<file path="config.mk">
export PLATFORM = sky130hd
export DESIGN_NAME = load_store_unit
export DESIGN_NICKNAME = d
export VERILOG_FILES = /design/src/rtl/load_store_unit_pkg.sv /design/src/rtl/load_store_unit_lane_align.sv /design/src/rtl/load_store_unit.sv
export SDC_FILE = /design/constraint.sdc
export NUM_CORES = 1
export LEC_CHECK = 0
export ABC_AREA = 1
export CORE_MARGIN = 2
export CORE_UTILIZATION = 40
export DETAILED_ROUTE_END_ITERATION = 12
export PLACE_DENSITY = 0.68
export SYNTH_ARGS = -nofsm -noshare
export SYNTH_HDL_FRONTEND = slang
export SYNTH_SLANG_ARGS = --single-unit
</file>
<file path="constraint.sdc">
create_clock -name clk -period 6.6 [get_ports clk]
set_clock_uncertainty 0.05 [all_clocks]
set_input_delay 0.99 -clock clk [delete_from_list [all_inputs] [get_ports clk]]
set_output_delay 0.99 -clock clk [all_outputs]
set_load 0.01 [all_outputs]
</file>
<file path="src/rtl/load_store_unit_pkg.sv">
// Shared definitions for the load/store unit: FSM states, funct3 codes,
// lane-mask lookup and access legality helpers.
package load_store_unit_pkg;

  typedef enum logic [1:0] {
    ST_IDLE = 2'd0,
    ST_ACC0 = 2'd1,
    ST_ACC1 = 2'd2,
    ST_RESP = 2'd3
  } lsu_state_e;

  localparam logic [2:0] F3_B  = 3'b000;
  localparam logic [2:0] F3_H  = 3'b001;
  localparam logic [2:0] F3_W  = 3'b010;
  localparam logic [2:0] F3_BU = 3'b100;
  localparam logic [2:0] F3_HU = 3'b101;

  // Byte lanes touched by an access of the given size, before offset shift.
  function automatic logic [3:0] lane_mask(input logic [1:0] size);
    case (size)
      2'b00:   lane_mask = 4'b0001;
      2'b01:   lane_mask = 4'b0011;
      default: lane_mask = 4'b1111;
    endcase
  endfunction

  // Number of bytes moved by an access of the given size.
  function automatic logic [2:0] access_bytes(input logic [1:0] size);
    case (size)
      2'b00:   access_bytes = 3'd1;
      2'b01:   access_bytes = 3'd2;
      default: access_bytes = 3'd4;
    endcase
  endfunction

  // Stores accept sb/sh/sw only; loads add the unsigned byte/half forms.
  function automatic logic funct3_legal(input logic we, input logic [2:0] f3);
    if (we) funct3_legal = (f3 == F3_B) || (f3 == F3_H) || (f3 == F3_W);
    else    funct3_legal = (f3 == F3_B) || (f3 == F3_H) || (f3 == F3_W) ||
                           (f3 == F3_BU) || (f3 == F3_HU);
  endfunction

endpackage

</file>
<file path="src/rtl/load_store_unit_lane_align.sv">
// Combinational lane steering: positions store data/byte enables for the
// first and second word of an access, and merges/extends load data.
module load_store_unit_lane_align
  import load_store_unit_pkg::*;
(
  input  logic [1:0]  off,
  input  logic [2:0]  funct3,
  input  logic [31:0] wdata,
  input  logic [31:0] lo,
  input  logic [31:0] hi,
  output logic [3:0]  be0,
  output logic [3:0]  be1,
  output logic [31:0] wdata0,
  output logic [31:0] wdata1,
  output logic [31:0] rdata
);

  logic [7:0]  be_wide;
  logic [63:0] wdata_wide;
  logic [63:0] merged;

  // Shift across a two-word window; the upper half feeds the second access.
  always_comb begin
    be_wide    = {4'b0000, lane_mask(funct3[1:0])} << off;
    wdata_wide = {32'd0, wdata} << {off, 3'b000};
    merged     = {hi, lo} >> {off, 3'b000};
    be0        = be_wide[3:0];
    be1        = be_wide[7:4];
    wdata0     = wdata_wide[31:0];
    wdata1     = wdata_wide[63:32];
    rdata      = '0;
    case (funct3)
      F3_B:    rdata = {{24{merged[7]}}, merged[7:0]};
      F3_H:    rdata = {{16{merged[15]}}, merged[15:0]};
      F3_W:    rdata = merged[31:0];
      F3_BU:   rdata = {24'd0, merged[7:0]};
      F3_HU:   rdata = {16'd0, merged[15:0]};
      default: rdata = '0;
    endcase
  end

endmodule

</file>
<file path="src/rtl/load_store_unit.sv">
// Load/store unit: accepts one CPU request at a time, issues one or two
// word-aligned memory accesses with byte enables and returns merged data.
module load_store_unit
  import load_store_unit_pkg::*;
#(
  parameter int MEM_WORDS = 256,
  parameter int TIMEOUT   = 16
) (
  input  logic        clk,
  input  logic        rst,
  input  logic        req_valid,
  output logic        req_ready,
  input  logic        req_we,
  input  logic [2:0]  req_funct3,
  input  logic [31:0] req_addr,
  input  logic [31:0] req_wdata,
  output logic        resp_valid,
  output logic        resp_err,
  output logic [31:0] resp_rdata,
  output logic        mem_req,
  output logic        mem_we,
  output logic [31:0] mem_addr,
  output logic [3:0]  mem_be,
  output logic [31:0] mem_wdata,
  input  logic        mem_ack,
  input  logic [31:0] mem_rdata
);

  localparam int          TW        = (TIMEOUT > 1) ? $clog2(TIMEOUT) : 1;
  localparam logic [32:0] MEM_BYTES = 33'(MEM_WORDS) << 2;

  lsu_state_e    state_reg, state_next;
  logic          we_reg, err_reg;
  logic [2:0]    funct3_reg;
  logic [31:0]   addr_reg, wdata_reg, lo_reg, hi_reg;
  logic [TW-1:0] tcnt_reg;

  logic          accept, req_bad, timed_out, split;
  logic [32:0]   last_byte;
  logic [2:0]    span;
  logic [3:0]    be0, be1;
  logic [31:0]   wdata0, wdata1, load_rdata;

  // Request checks; 33-bit sum so a carry out of bit 31 reads as out of range.
  always_comb begin
    accept    = (state_reg == ST_IDLE) && !rst && req_valid;
    last_byte = {1'b0, req_addr} + 33'(access_bytes(req_funct3[1:0])) - 33'd1;
    req_bad   = !funct3_legal(req_we, req_funct3) || (last_byte >= MEM_BYTES);
    span      = {1'b0, addr_reg[1:0]} + access_bytes(funct3_reg[1:0]);
    split     = span > 3'd4;
    timed_out = tcnt_reg == TW'(TIMEOUT - 1);
  end

  load_store_unit_lane_align u_align (
    .off    (addr_reg[1:0]),
    .funct3 (funct3_reg),
    .wdata  (wdata_reg),
    .lo     (lo_reg),
    .hi     (hi_reg),
    .be0    (be0),
    .be1    (be1),
    .wdata0 (wdata0),
    .wdata1 (wdata1),
    .rdata  (load_rdata)
  );

  // State register, request latches, captured read words and wait counter.
  always_ff @(posedge clk) begin
    if (rst) begin
      state_reg  <= ST_IDLE;
      we_reg     <= 1'b0;
      err_reg    <= 1'b0;
      funct3_reg <= '0;
      addr_reg   <= '0;
      wdata_reg  <= '0;
      lo_reg     <= '0;
      hi_reg     <= '0;
      tcnt_reg   <= '0;
    end else begin
      state_reg <= state_next;
      case (state_reg)
        ST_IDLE: begin
          if (accept) begin
            we_reg     <= req_we;
            funct3_reg <= req_funct3;
            addr_reg   <= req_addr;
            wdata_reg  <= req_wdata;
            err_reg    <= req_bad;
            lo_reg     <= '0;
            hi_reg     <= '0;
            tcnt_reg   <= '0;
          end
        end
        ST_ACC0: begin
          if (mem_ack) begin
            lo_reg   <= mem_rdata;
            tcnt_reg <= '0;
          end else if (timed_out) begin
            err_reg <= 1'b1;
          end else begin
            tcnt_reg <= tcnt_reg + TW'(1);
          end
        end
        ST_ACC1: begin
          if (mem_ack) begin
            hi_reg <= mem_rdata;
          end else if (timed_out) begin
            err_reg <= 1'b1;
          end else begin
            tcnt_reg <= tcnt_reg + TW'(1);
          end
        end
        default: ;
      endcase
    end
  end

  // Next-state and outputs; memory outputs depend only on state and latches
  // so they stay stable while mem_req is held.
  always_comb begin
    state_next = state_reg;
    req_ready  = 1'b0;
    resp_valid = 1'b0;
    resp_err   = 1'b0;
    resp_rdata = '0;
    mem_req    = 1'b0;
    mem_we     = 1'b0;
    mem_addr   = '0;
    mem_be     = '0;
    mem_wdata  = '0;
    case (state_reg)
      ST_IDLE: begin
        req_ready = !rst;
        if (accept) state_next = req_bad ? ST_RESP : ST_ACC0;
      end
      ST_ACC0: begin
        mem_req   = 1'b1;
        mem_we    = we_reg;
        mem_addr  = {addr_reg[31:2], 2'b00};
        mem_be    = be0;
        mem_wdata = wdata0;
        if (mem_ack)        state_next = split ? ST_ACC1 : ST_RESP;
        else if (timed_out) state_next = ST_RESP;
      end
      ST_ACC1: begin
        mem_req   = 1'b1;
        mem_we    = we_reg;
        mem_addr  = {addr_reg[31:2] + 30'd1, 2'b00};
        mem_be    = be1;
        mem_wdata = wdata1;
        if (mem_ack || timed_out) state_next = ST_RESP;
      end
      ST_RESP: begin
        resp_valid = 1'b1;
        resp_err   = err_reg;
        resp_rdata = (err_reg || we_reg) ? 32'd0 : load_rdata;
        state_next = ST_IDLE;
      end
      default: state_next = ST_IDLE;
    endcase
  end

endmodule

</file>
=== Word-level counts from Yosys, hierarchy flattened ===
Index checks and enable logic that the tools add are counted.

* $add $sub $neg: 5
* $lt $le $gt $ge: 2
* Equal/unequal tests: 22
* Shift-type cells: 3
* Multiplexer cells: 35
* Reductions and logical operators: 27

{| class="wikitable"
|+ Operator list
! kind !! number
|-
| 32-bit one-hot mux with 2 select lines || 4
|-
| 32-bit one-hot mux with 5 select lines || 1
|-
| 32-bit 2-to-1 mux || 4
|-
| 32-bit by 5-bit left shift with 64-bit output || 1
|-
| 64-bit by 5-bit >> shifter with 32-bit output || 1
|-
| 32-bit by 3-bit adder with 33-bit output || 1
|-
| 33-bit by 11-bit >= comparator with 1-bit output (second input constant) || 1
|-
| 33-bit by 1-bit subtractor with 33-bit output (second input constant) || 1
|-
| 30-bit by 1-bit adder with 30-bit output (second input constant) || 1
|-
| 4-bit 2-to-1 mux || 4
|-
| 4-bit one-hot mux with 2 select lines || 2
|-
| 3-bit == test (second input constant) || 4
|-
| 2-bit != test (second input constant) || 6
|-
| 3-bit one-hot mux with 2 select lines || 2
|-
| 4-bit one-hot mux with 3 select lines || 1
|-
| 3-bit AND reduction || 4
|-
| 1-bit 2-to-1 mux || 10
|-
| 2-bit 2-to-1 mux || 5
|-
| 2-bit one-hot mux with 4 select lines || 1
|-
| 4-bit by 2-bit left shift with 8-bit output || 1
|-
| 1-bit logical OR || 7
|-
| 2-bit by 1-bit == test with 1-bit output (second input constant) || 3
|-
| 3-bit by 1-bit == test with 1-bit output (second input constant) || 2
|-
| 3-bit by 2-bit == test with 1-bit output (second input constant) || 2
|-
| other kinds (17) || 25
|}

* Register bits: 139
* Output and inout bits: 105
* Logic and storage cells: 103

=== Depth between registers and ports, before layout ===
* Word-level depth: 11
* Depth in mapped cells: 23
* Mapped depth without buffers: 23

=== Hierarchy ===
Synthesis repeated with hierarchy kept, for this count alone.

* Cell total of the unflattened synthesis: 2056
* Area, all modules: 11727.5 um^2

{| class="wikitable"
|+ By module, submodules not included
! module !! instances !! cells an instance !! area an instance (um^2) !! sequential area each (um^2)
|-
| load_store_unit || 1 || 1557 || 9422.8 || 2782.7
|-
| load_store_unit_lane_align || 1 || 499 || 2304.7 || 0.0
|}

=== Least setup slack after synthesis ===
Ideal clock, no wire load.

* Path type: input -> register
* Start: in req_funct3[0]
* End: reg state_reg[1]
* Arrival time: 3061 ps
* Data required time: 6418 ps
* Setup slack: 3357 ps
* Cell stages on the path: 22
* Path through: or2_2 ha_1 inv_1 ha_1 inv_1 fa_1 inv_1 nand3_1 nand3_1 nand3_1 nand3_1 nand2_1 nand2_1 nand2_1 inv_1 nand2_1 nor2_1 nand3_1 nor2_1 nand3_1 nand2_1 a21oi_1

* Word-level cells in the longest chain between the ends: 11
* Elaborated cells on any way between the ends: 21
* Classes of those cells: add/sub: 2; order compare: 1; eq/ne: 5; mux: 5; reduce/logical: 8

{| class="wikitable"
|+ RTL lines
! item !! line !! RTL
|-
| from (decl) || load_store_unit.sv:14 || <nowiki>input logic [2:0] req_funct3,</nowiki>
|-
| branches (longest 7 deep; another with 32-bit by 3-bit adder with 33-bit output) || -- ||
|-
| 1-bit logical OR * || load_store_unit.sv:48 || <nowiki>req_bad = !funct3_legal(req_we, req_funct3) || (last_byte >= MEM_BYTES);</nowiki>
|-
| 2-bit 2-to-1 mux * (2 in a row) || load_store_unit.sv:134 || <nowiki>if (accept) state_next = req_bad ? ST_RESP : ST_ACC0;</nowiki>
|-
| 2-bit one-hot mux with 4 select lines * || load_store_unit.sv:131 || <nowiki>case (state_reg)</nowiki>
|-
| to (signal assigned) || load_store_unit.sv:80 || <nowiki>state_reg <= state_next;</nowiki>
|-
| to (decl) || load_store_unit.sv:32 || <nowiki>lsu_state_e state_reg, state_next;</nowiki>
|}

Every way passes the cells marked *. The select of a mux whose other input is x is not followed.
A chain may end at the register's enable or synchronous reset.

=== Worst setup path in the final report ===
* Start: reg state_reg[0]
* End: out mem_addr[18]

* Word-level cells in the longest chain between the ends: 2
* Elaborated cells on any way between the ends: 3
* Classes of those cells: eq/ne: 2; mux: 1

{| class="wikitable"
|+ RTL lines
! item !! line !! RTL
|-
| 2-bit == test / 2-bit by 1-bit == test with 1-bit output (equally long branches) || load_store_unit.sv:131 ||
|-
| 32-bit one-hot mux with 2 select lines * || load_store_unit.sv:131 ||
|-
| to (decl) || load_store_unit.sv:22 || <nowiki>output logic [31:0] mem_addr,</nowiki>
|}

Mark *: on every way between the ends. The rest lies on a longest branch, timed or not.

==> run metrics <==
Critical-path top delay cell clkinv_1; Routed WL between 30000 and 40000 um; Crit. End Element output pin; Req. time, crit path 5560 ps; GP Congestion ~0.97; clk buf depth 2; GR Util All Layers around 27%; core area about 0.026 mm^2; Finished Core Util around half; Fin Hold WS around 420 ps; TritonCTS Buffers 17; Fillers ~2700; Pins Over Slew Limit 0; Mapped Area between 0.01 and 0.015 mm^2; # setup viols final 0; async set-reset flop share out of synthesis 0%; iteration-0 DRC count of the detailed router 1383; largest net degree at the start of global routing about 120; crit-path max cell delay about 1100 ps; Yosys reg bits ~130; RSZ-0062 raised after global routing false; # nets final 2082; Mapped Avg Cell Area about 5.8 um^2; Worst setup SP type flop; Starting Density 40.4%; non-filler cells, final roughly 2300; ranking of synthesized cells by area dfxtp_1, nand2_1, inv_1, o21ai_0, a21oi_1; via count of the first global-routing pass around 11000; Skew-Pair Late Insertion Delay roughly 420 ps; Pre-antenna DRT Iters 6; CTS Root Buffer Type clkbuf_16; f_max between 150 and 200 MHz; sequential area share after synthesis about a quarter; Slew Limit Headroom between 20% and 30%; post-CTS setup buffer count 0; worst ir drop on vdd 0.000202 V; Detailed Place HPWL approximately 29000 um; Die Wd 166 um; Area Growth Syn to Fin 26.5%; H-tree levels 4; DR vias/cell between 5 and 6; WS Path Type reg2out; site row count 59; initial antenna violation count 0; Leak roughly 5.5 nW; maximum fanout along the worst path 35; max_cap viols 0; first-pass GRT wire length 60800 um; synth unique cells 53; area share of the largest cell type after synthesis about a quarter; layout cells sized above 1 between 4 and 5%; cts repair resizes 0; Yosys top cell by area dfxtp_1; DRC 0; top_reg_cell synth dfxtp_1; placed insts 2250; Slew @ Worst Pin about 1100 ps; setup TNS 0 ps; Die ar. between 0.02 and 0.03 mm^2; Die Ht roughly 170 um; post-route antenna net violation count 0; Clock transition at path regs approximately 70 ps; status finished, final reports clean; CP Cell Sequence inv_1 > ha_1 > clkinv_1 > o22ai_1 > clkdlybuf4s50_1; # hold bufs at CTS 0; Hold Crit Class reg2reg; WL per Instance ~17 um; Synth Instances between 1500 and 2000; final hold violations 0; CTS tree done; IO Port Bufs around 210; Cell Pwr Density approximately 260 mW/mm^2; clock sinks 131; Final min period between 5000 and 6000 ps; I/O pin cnt ~210; global route overflow 0; YS warnings 0; Critical Path AT about 4000 ps; final worst-path cycle share between 70% and 80%; Vias roughly 13000; EDFF count, synth 0
==> cells by family after synthesis <==
logic type                 Yosys count  synth area share, %
DFF                                131                 25.0
xor gates and xnor gates             5                0.418
adders and majority gates           44                 5.40
buffers and inverters              339                 12.4
AOI/OAI and AO/OA                  402                 20.9
and+or+nand+nor                    862                 35.2
other                                1               0.0358
muxes                                7                0.669
==> power by group <==
group | switching, mW | internal [mW] | total, mW
clock network | 0.409 | 0.497 | 0.906
logic | 1.00 | 0.438 | 1.44
registers | 0.133 | 0.929 | 1.06
total | 1.54 | 1.86 | 3.41
==> routing by layer <==
layer | share of wire [%] | wire length [um] | global-route usage [%] | vias to the layer above
met4 | 3.6 | 1400 | 10.7 | 0
li1 | - | - | - | 6159
met2 | 45 | 17200 | 44.7 | 634
met3 | 9.0 | 3460 | 5.00 | 83
met1 | 42 | 16200 | 35.8 | 5699
met5 | 0 | 0 | 0 | -
==> through the flow <==
stage / setup WS [ps] / power [mW] / area, um^2
6_report: 1510 / 3.41 / 13300
5_1_grt: 1270 / 3.62 / 13200
4_1_cts: 1600 / 3.39 / 13200
3_5_place_dp: 2070 / 2.49 / 12700
3_3_place_gp: 2150 / 2.47 / 12700
2_1_floorplan: 3360 / 2.00 / 10500
==> cells in the mapped netlist, types with 17 or more instances <==
master    count
nand2_1     513
inv_1       225
o21ai_0     158
a21oi_1     156
nand3_1     149
dfxtp_1     131
nor2_1      123
clkbuf_1     69
ha_1         42
a31oi_1      28
nand4_1      20
nor3_1       17
==> worst paths after layout <==
kind,cells past startpoint,slack [ps],from,to
worst max-delay path,5,1510,state_reg[0],mem_addr[18]
worst min-delay path,2,420,lo_reg[3],lo_reg[3]
worst max register to register,13,3160,state_reg[1],lo_reg[6]
worst min register to register,2,420,lo_reg[3],lo_reg[3]
==> cells in the final DEF, fill, tap and decap left out, types with 3 or more instances in the layout <==
cell,Yosys,routed
dfxtp_1,131,130
a21oi_1,156,156
nor2_4,5,5
buf_4,2,12
nand4_1,20,20
o21ai_0,158,158
xor2_1,4,4
nand2_1,513,512
ha_1,42,40
a31oi_1,28,28
nor3_1,17,17
o22ai_1,3,3
nand3b_1,7,7
clkinv_4,0,4
nor2_1,123,123
nor4_1,6,6
nand2_2,3,3
a211oi_1,11,11
inv_1,225,225
or2_2,4,4
o211ai_1,4,4
o32ai_1,4,4
inv_2,15,16
o21ai_1,10,10
inv_6,0,6
nand3_1,149,149
clkinv_1,4,3
clkdlybuf4s50_1,0,205
clkbuf_16,0,17
o21bai_1,4,4
mux2i_1,7,7
a22oi_1,15,15
==> layout make-up <==
class | count | area (um^2) | area share, %
Timing Repair Buffer | 218 | 2150 | 16.2
Inverter | 244 | 916 | 6.91
Clock inverter | 15 | 144 | 1.09
Clock buffer | 17 | 425 | 3.21
Tap cell | 335 | 419 | 3.16
Sequential cell | 131 | 2620 | 19.8
Antenna cell | 1 | 2.50 | 0.0189
Multi-Input combinational cell | 1322 | 6570 | 49.6
==> worst max-delay path: cells and delay by family, from the launching register on <==
| family | cells | cell delay (ps) |
|---|---|---|
| AOI/OAI and AO/OA | 1 | 670 |
| adders and majority gates | 1 | 750 |
| buffers and inverters | 3 | 1810 |
| DFF | 1 | 380 |
No activity file was read; power rests on OpenSTA's default activity.
